==> src/rtl/palette_sched.sv <==
// Two-stage scheduler: iteration beats -> shared palette lookup -> registered colour out.
// Optional colour cycling is enabled by defining PALETTE_CYCLE_EN.
module palette_sched #(
    parameter int IW = 8,
    parameter int CW = 24
) (
    input  logic          clk,
    input  logic          rst_n,
    input  logic          frame_start,
    input  logic [1:0]    cfg_mode,
    input  logic [IW-1:0] cfg_max_iter,
    input  logic [7:0]    cfg_cycle_div,
    input  logic          in_valid,
    output logic          in_ready,
    input  logic [IW-1:0] in_iter,
    output logic [IW-1:0] pal_iter,
    output logic [IW-1:0] pal_max_iter,
    output logic [1:0]    pal_mode,
    input  logic [CW-1:0] pal_rgb,
    output logic          out_valid,
    input  logic          out_ready,
    output logic [CW-1:0] out_rgb
);

    // Handshake: a beat moves on a rising edge when valid & ready are both high;
    // valid never drops and data never changes while a beat waits for ready.

    logic [1:0]    sh_mode_q, sh_mode_d;
    logic [IW-1:0] sh_max_q, sh_max_d;
    logic          s1_valid_q;
    logic [IW-1:0] pal_iter_q, pal_max_q;
    logic [1:0]    pal_mode_q;
    logic          out_valid_q;
    logic [CW-1:0] out_rgb_q;
    logic          s1_adv;
    logic          accept;
    logic [IW-1:0] eff_iter;

    // A beat accepted in the frame_start cycle already sees the new config.
    always_comb begin
        sh_mode_d = sh_mode_q;
        sh_max_d  = sh_max_q;
        if (frame_start) begin
            sh_mode_d = cfg_mode;
            sh_max_d  = cfg_max_iter;
        end
    end

`ifdef PALETTE_CYCLE_EN
    logic [7:0]  fcnt_q, fcnt_d;
    logic [IW-1:0] offset_q, offset_d;
    logic [IW:0] sum;
    logic [IW:0] wrapped;

    always_comb begin
        fcnt_d   = fcnt_q;
        offset_d = offset_q;
        if (frame_start) begin
            if ((cfg_cycle_div != 8'd0) && ({1'b0, fcnt_q} + 9'd1 == {1'b0, cfg_cycle_div})) begin
                fcnt_d = 8'd0;
                if ({1'b0, offset_q} + 9'd1 >= {1'b0, cfg_max_iter})
                    offset_d = '0;
                else
                    offset_d = offset_q + 1'b1;
            end else begin
                if (cfg_cycle_div != 8'd0)
                    fcnt_d = fcnt_q + 8'd1;
                // Keep offset < max so the effective iteration stays in range.
                if (cfg_max_iter <= offset_q)
                    offset_d = '0;
            end
        end
    end

    always_comb begin
        sum     = {1'b0, in_iter} + {1'b0, offset_d};
        wrapped = sum - {1'b0, sh_max_d};
        if (in_iter >= sh_max_d)
            eff_iter = in_iter;
        else if (sum >= {1'b0, sh_max_d})
            eff_iter = wrapped[IW-1:0];
        else
            eff_iter = sum[IW-1:0];
    end

    always_ff @(posedge clk or negedge rst_n) begin
        if (!rst_n) begin
            fcnt_q   <= 8'd0;
            offset_q <= '0;
        end else begin
            fcnt_q   <= fcnt_d;
            offset_q <= offset_d;
        end
    end
`else
    logic unused_cycle_div;
    assign unused_cycle_div = ^cfg_cycle_div;
    assign eff_iter         = in_iter;
`endif

    assign s1_adv   = !out_valid_q || out_ready;
    assign in_ready = !s1_valid_q || s1_adv;
    assign accept   = in_valid && in_ready;

    always_ff @(posedge clk or negedge rst_n) begin
        if (!rst_n) begin
            sh_mode_q   <= 2'd0;
            sh_max_q    <= '0;
            s1_valid_q  <= 1'b0;
            pal_iter_q  <= '0;
            pal_max_q   <= '0;
            pal_mode_q  <= 2'd0;
            out_valid_q <= 1'b0;
            out_rgb_q   <= '0;
        end else begin
            sh_mode_q <= sh_mode_d;
            sh_max_q  <= sh_max_d;
            if (in_ready) begin
                s1_valid_q <= in_valid;
            end
            // Each pixel carries its own config through the palette stage.
            if (accept) begin
                pal_iter_q <= eff_iter;
                pal_max_q  <= sh_max_d;
                pal_mode_q <= sh_mode_d;
            end
            if (s1_adv) begin
                out_valid_q <= s1_valid_q;
                if (s1_valid_q) begin
                    out_rgb_q <= pal_rgb;
                end
            end
        end
    end

    assign pal_iter     = pal_iter_q;
    assign pal_max_iter = pal_max_q;
    assign pal_mode     = pal_mode_q;
    assign out_valid    = out_valid_q;
    assign out_rgb      = out_rgb_q;

endmodule
==> config.mk <==
export PLATFORM = sky130hd
export DESIGN_NAME = palette_sched
export DESIGN_NICKNAME = d
export VERILOG_FILES = /design/src/rtl/palette_sched.sv
export SDC_FILE = /design/constraint.sdc
export NUM_CORES = 1
export LEC_CHECK = 0
export ABC_AREA = 1
export BUFFER_PORTS_ARGS = -buffer_cell sky130_fd_sc_hd__clkbuf_2
export CAP_MARGIN = 10
export CORE_MARGIN = 3
export CORE_UTILIZATION = 40
export CTS_CLUSTER_SIZE = 28
export DETAILED_ROUTE_END_ITERATION = 6
export MAX_ROUTING_LAYER = met4
export PLACE_DENSITY_LB_ADDON = 0.3
export SYNTH_ARGS = -nofsm -noshare
export SYNTH_HDL_FRONTEND = slang
export SYNTH_SLANG_ARGS = --single-unit
==> constraint.sdc <==
create_clock -name clk -period 1.3 [get_ports clk]
set_input_delay 0.065 -clock clk [delete_from_list [all_inputs] [get_ports clk]]
set_output_delay 0.065 -clock clk [all_outputs]
set_load 0.005 [all_outputs]
Word level (Yosys, flattened, before mapping)
Cells that the tools add are included.

operators by class
  multiplexer cells = 2
  reductions and logical operators = 6

operators by type and width
  cell               number
  $mux 8             1
  $logic_not 1->1    2
  $logic_or 1x1->1   2
  $mux 2             1
  $reduce_and 2->1   1
  $logic_and 1x1->1  1

word-level totals
  flip-flop bits (word level) = 54
  input port bits = 55
  output and inout bits = 44
  logic and storage cells = 16

Depth between registers and ports, before layout
  depth in word-level cells = 4
  mapped depth = 6
  gate-level depth less buffers = 5

Worst setup path before layout
No wires, ideal clock.

  kind = reg-to-reg
  from = reg out_valid_q, in the netlist out_valid
  to = reg out_rgb_q[14], in the netlist out_rgb[14]
  library setup time = 116 ps
  arrival = 903 ps
  data required time = 1184 ps
  slack = 281 ps
  stages on the path, launching flop included = 6
  path buffers = 1
  cells stage by stage = dfrtp_1 nand2_2 nand2_4 buf_4 nand2_1 nand2_1

between the ends
  cells in the longest elaborated chain, start to end = 3

ends and longest elaborated chain
  item                               RTL line  text
  start, declared                    33        logic out_valid_q;
  start signal, assigned             128       out_valid_q <= s1_valid_q;
  $logic_not 1->1                    101       assign s1_adv = !out_valid_q || out_ready;
  $logic_or 1x1->1                   101
  $reduce_and 2->1 (no source line)  -
  end signal, assigned               130       out_rgb_q <= pal_rgb;
  end, declared                      34        logic [CW-1:0] out_rgb_q;

Every way passes these cells.
A chain may end at the register's enable or synchronous reset.

Final worst setup path
  from = reg out_valid_q, in the netlist out_valid
  to = reg out_rgb_q[13], in the netlist out_rgb[13]

Same word-level chain as after synthesis.

==> flow_metrics.env <==
export IMPL_relSlewSlack_pct=81.6
export IMPL_gp_congestion=0.700
export IMPL_cpPeakStageDelay_ns=0.43
export IMPL_chipWidth_um=79.1
export IMPL_min_from="pal_rgb[21]"
export IMPL_synth_nets=286
export IMPL_fillerInstances=430
export IMPL_htree_levels=2
export IMPL_die_area_mm2=0.00626
export IMPL_grt_usage_pct=19.1
export IMPL_firstDrtPassIters=5
export IMPL_leakagePower_nw=1.77
export IMPL_min_path_cells=3
export IMPL_ir_drop_mv=0.759
export IMPL_area_growth_pct=48.2
export IMPL_placed_cell_area_mm2=0.00266
export IMPL_routed_wl_mm=5.60
export IMPL_fin_crit_sh_pct=91.1
export IMPL_synth_seq_cells=54
export IMPL_final_cell_mix="nand2_1 (116), clkbuf_2 (90), dfrtp_1 (54)"
export IMPL_viasPerCell=4.70
export IMPL_endpoint_kind="register"
export IMPL_min_period_ns=1.18
export IMPL_tritoncts="yes"
export IMPL_yosys_warnings=0
export IMPL_post_cts_setup_buffers=0
export IMPL_routed_via_count=2016
export IMPL_critPathLaunchType="register"
export IMPL_critical_path_cell_chain="nand2_2 -> nand2_4 -> nand2_1 -> nand2_1"
export IMPL_tightest_slew_ns=0.274
export IMPL_syn_area_per_cell_um2=9.26
export IMPL_comb_power_share_pct=24.5
export IMPL_crit_path_max_fanout=25
export IMPL_fin_cells=429
export IMPL_finalHoldViolCount=0
export IMPL_grt_max_degree=55
export IMPL_final_common_cell="nand2_1"
export IMPL_swShare_pct=29.0
export IMPL_clock_sinks=54
export IMPL_dp_slack_ns=0.105
export IMPL_n_antenna_cell=0
export IMPL_cts_root_buf="clkbuf_8"
export IMPL_synthDistinctLibCells=11
export IMPL_drv_slew=0
export IMPL_whs_ns=0.00700
export IMPL_ant_nets=0
export IMPL_rsz0062_at_grt="no"
export IMPL_setup_ws_ns=0.116
export IMPL_dpl_hpwl_mm=3.32
export IMPL_finalNetCount=416
export IMPL_seq_area_mm2=0.00135
export IMPL_antenna_found_initial=0
export IMPL_first_iter_violations=122
export IMPL_start_util_pct=43.3
export IMPL_synthCells=231
export IMPL_cts_buffers=5
export IMPL_grt_pass1_wl_mm=9.19
export IMPL_clk_path_buf_depth=2
export IMPL_clk_latency_ns=0.30
export IMPL_r2r_cells=4
export IMPL_p_per_area_mw_per_mm2=1370
export IMPL_multi_input_area_um2=692
export IMPL_crit_start="out_valid"
export IMPL_setup_violations=0
export IMPL_die_h_um=79.1
export IMPL_switching_power_mw=1.25
export IMPL_power_frac_seq_pct=50.0
export IMPL_p_int_mw=3.07
export IMPL_cp_arrival_ns=1.38
export IMPL_skew_ns=0.0126
export IMPL_hold_path_end="out_rgb[21]"
export IMPL_hold_class="input pin to register"
export IMPL_setup_tns_ns=0
export IMPL_core_area_mm2=0.00494
export IMPL_yosysSeqAreaShare_pct=63.2
export IMPL_path_common_cell="nand2_1"
export IMPL_cts_clk_slew_worst_paths_ns=0.09
export IMPL_numPortBuffers=90
export IMPL_r2r_start="out_valid"
export IMPL_boundaryPins=99
export IMPL_p_clk_share_pct=25.4
export IMPL_dpl_cell_count=381
export IMPL_drive_above_1_share_pct=29.6
export IMPL_final_area_mm2=0.00317
export IMPL_reg2reg_to="out_rgb[13]"
export IMPL_slowest_stage="dfrtp_1"
export IMPL_crit_required_ns=1.49
export IMPL_drc_errors=0
export IMPL_maxCapViolations=0
export IMPL_grt_pass1_vias=1997
export IMPL_fmax_mhz=844
export IMPL_rrSetupSlack_ns=0.12
export IMPL_run_status="finished, final reports clean"
export IMPL_critPathKind="register to register"
export IMPL_grt_ovfl_total=0
export IMPL_netlist_area_mm2=0.00214
export IMPL_row_count=25
export IMPL_wl_per_cell_um=13.0
-- power groups by stage --
stage | registers, mW | clock network (mW) | logic, mW
2_1_floorplan | 2.21 | 0 | 0.457
3_3_place_gp | 2.18 | 0 | 0.952
6_report | 2.16 | 1.10 | 1.06
4_1_cts | 2.16 | 1.13 | 1.06
3_5_place_dp | 2.19 | 0 | 0.969
5_1_grt | 2.20 | 1.20 | 1.21
-- Yosys cell counts --
master / instances / area share (%)
nand3_4: 1 / 0.82
nand2_1: 116 / 20
buf_2: 7 / 1.6
clkinv_1: 1 / 0.18
nand2_2: 1 / 0.29
buf_4: 4 / 1.4
nand2_4: 2 / 1.1
nand3_1: 42 / 9.8
buf_6: 2 / 1.1
dfrtp_1: 54 / 63
inv_1: 1 / 0.18
-- critical path: cells and delay by family, from the launching register on --
family,cells,cell delay (ns)
flip-flops,1,0.43
AND/OR/NAND/NOR,4,0.64
-- worst max-delay path by stage --
stage / endpoint / depth (start not counted)
finish: out_rgb[13] / 4
global route: out_rgb[18] / 4
CTS: out_rgb[21] / 4
detailed placement: out_rgb[12] / 4
global placement: out_rgb[7] / 4
floorplan: out_rgb[14] / 5
-- sequential cells by signal, summed over array words and instances (netlist names) --
name,count
out_rgb,24
out_valid,1
pal_iter,8
pal_max_iter,8
pal_mode,2
s1_valid_q,1
sh_max_q,8
sh_mode_q,2
-- layer usage --
| layer | vias up | wire, um | track usage [%] |
|---|---|---|---|
| li1 | 991 | - | - |
| met1 | 938 | 2340 | 21.8 |
| met2 | 79 | 2830 | 33.8 |
| met3 | 8 | 360 | 3.85 |
| met4 | 0 | 70 | 6.01 |
| met5 | - | 0 | - |
-- per-stage QoR --
step / util [%] / power, mW
final: 64.1 / 4.33
after global routing: 64.1 / 4.61
after CTS: 64.1 / 4.36
after detailed placement: 53.7 / 3.16
after global placement: 53.7 / 3.14
after floorplan: - / 2.66
-- kinds of logic (layout without fill, tap and decap cells) --
| group | after synthesis | count (layout) | share of synthesized area [%] |
|---|---|---|---|
| buf+inv | 15 | 146 | 4.45 |
| flops | 54 | 54 | 63.2 |
| simple gates | 162 | 162 | 32.4 |
-- final cells by class --
| class | count | area share, % |
|---|---|---|
| Timing Repair Buffer | 136 | 29.2 |
| Clock buffer | 6 | 2.29 |
| Multi-Input combinational cell | 162 | 21.8 |
| Inverter | 2 | 0.237 |
| Clock inverter | 2 | 1.18 |
| Tap cell | 67 | 2.65 |
| Sequential cell | 54 | 42.6 |
-- timing repair --
| item | 4_1_cts | 5_1_grt |
|---|---|---|
| setup endpoints to repair | 0 | 5 |
| hold buffers | 40 | 0 |
| gates resized for setup | 0 | 1 |
| endpoints found under the hold margin | 93 | 0 |
Note: power is estimated with default switching activity, not from simulation.
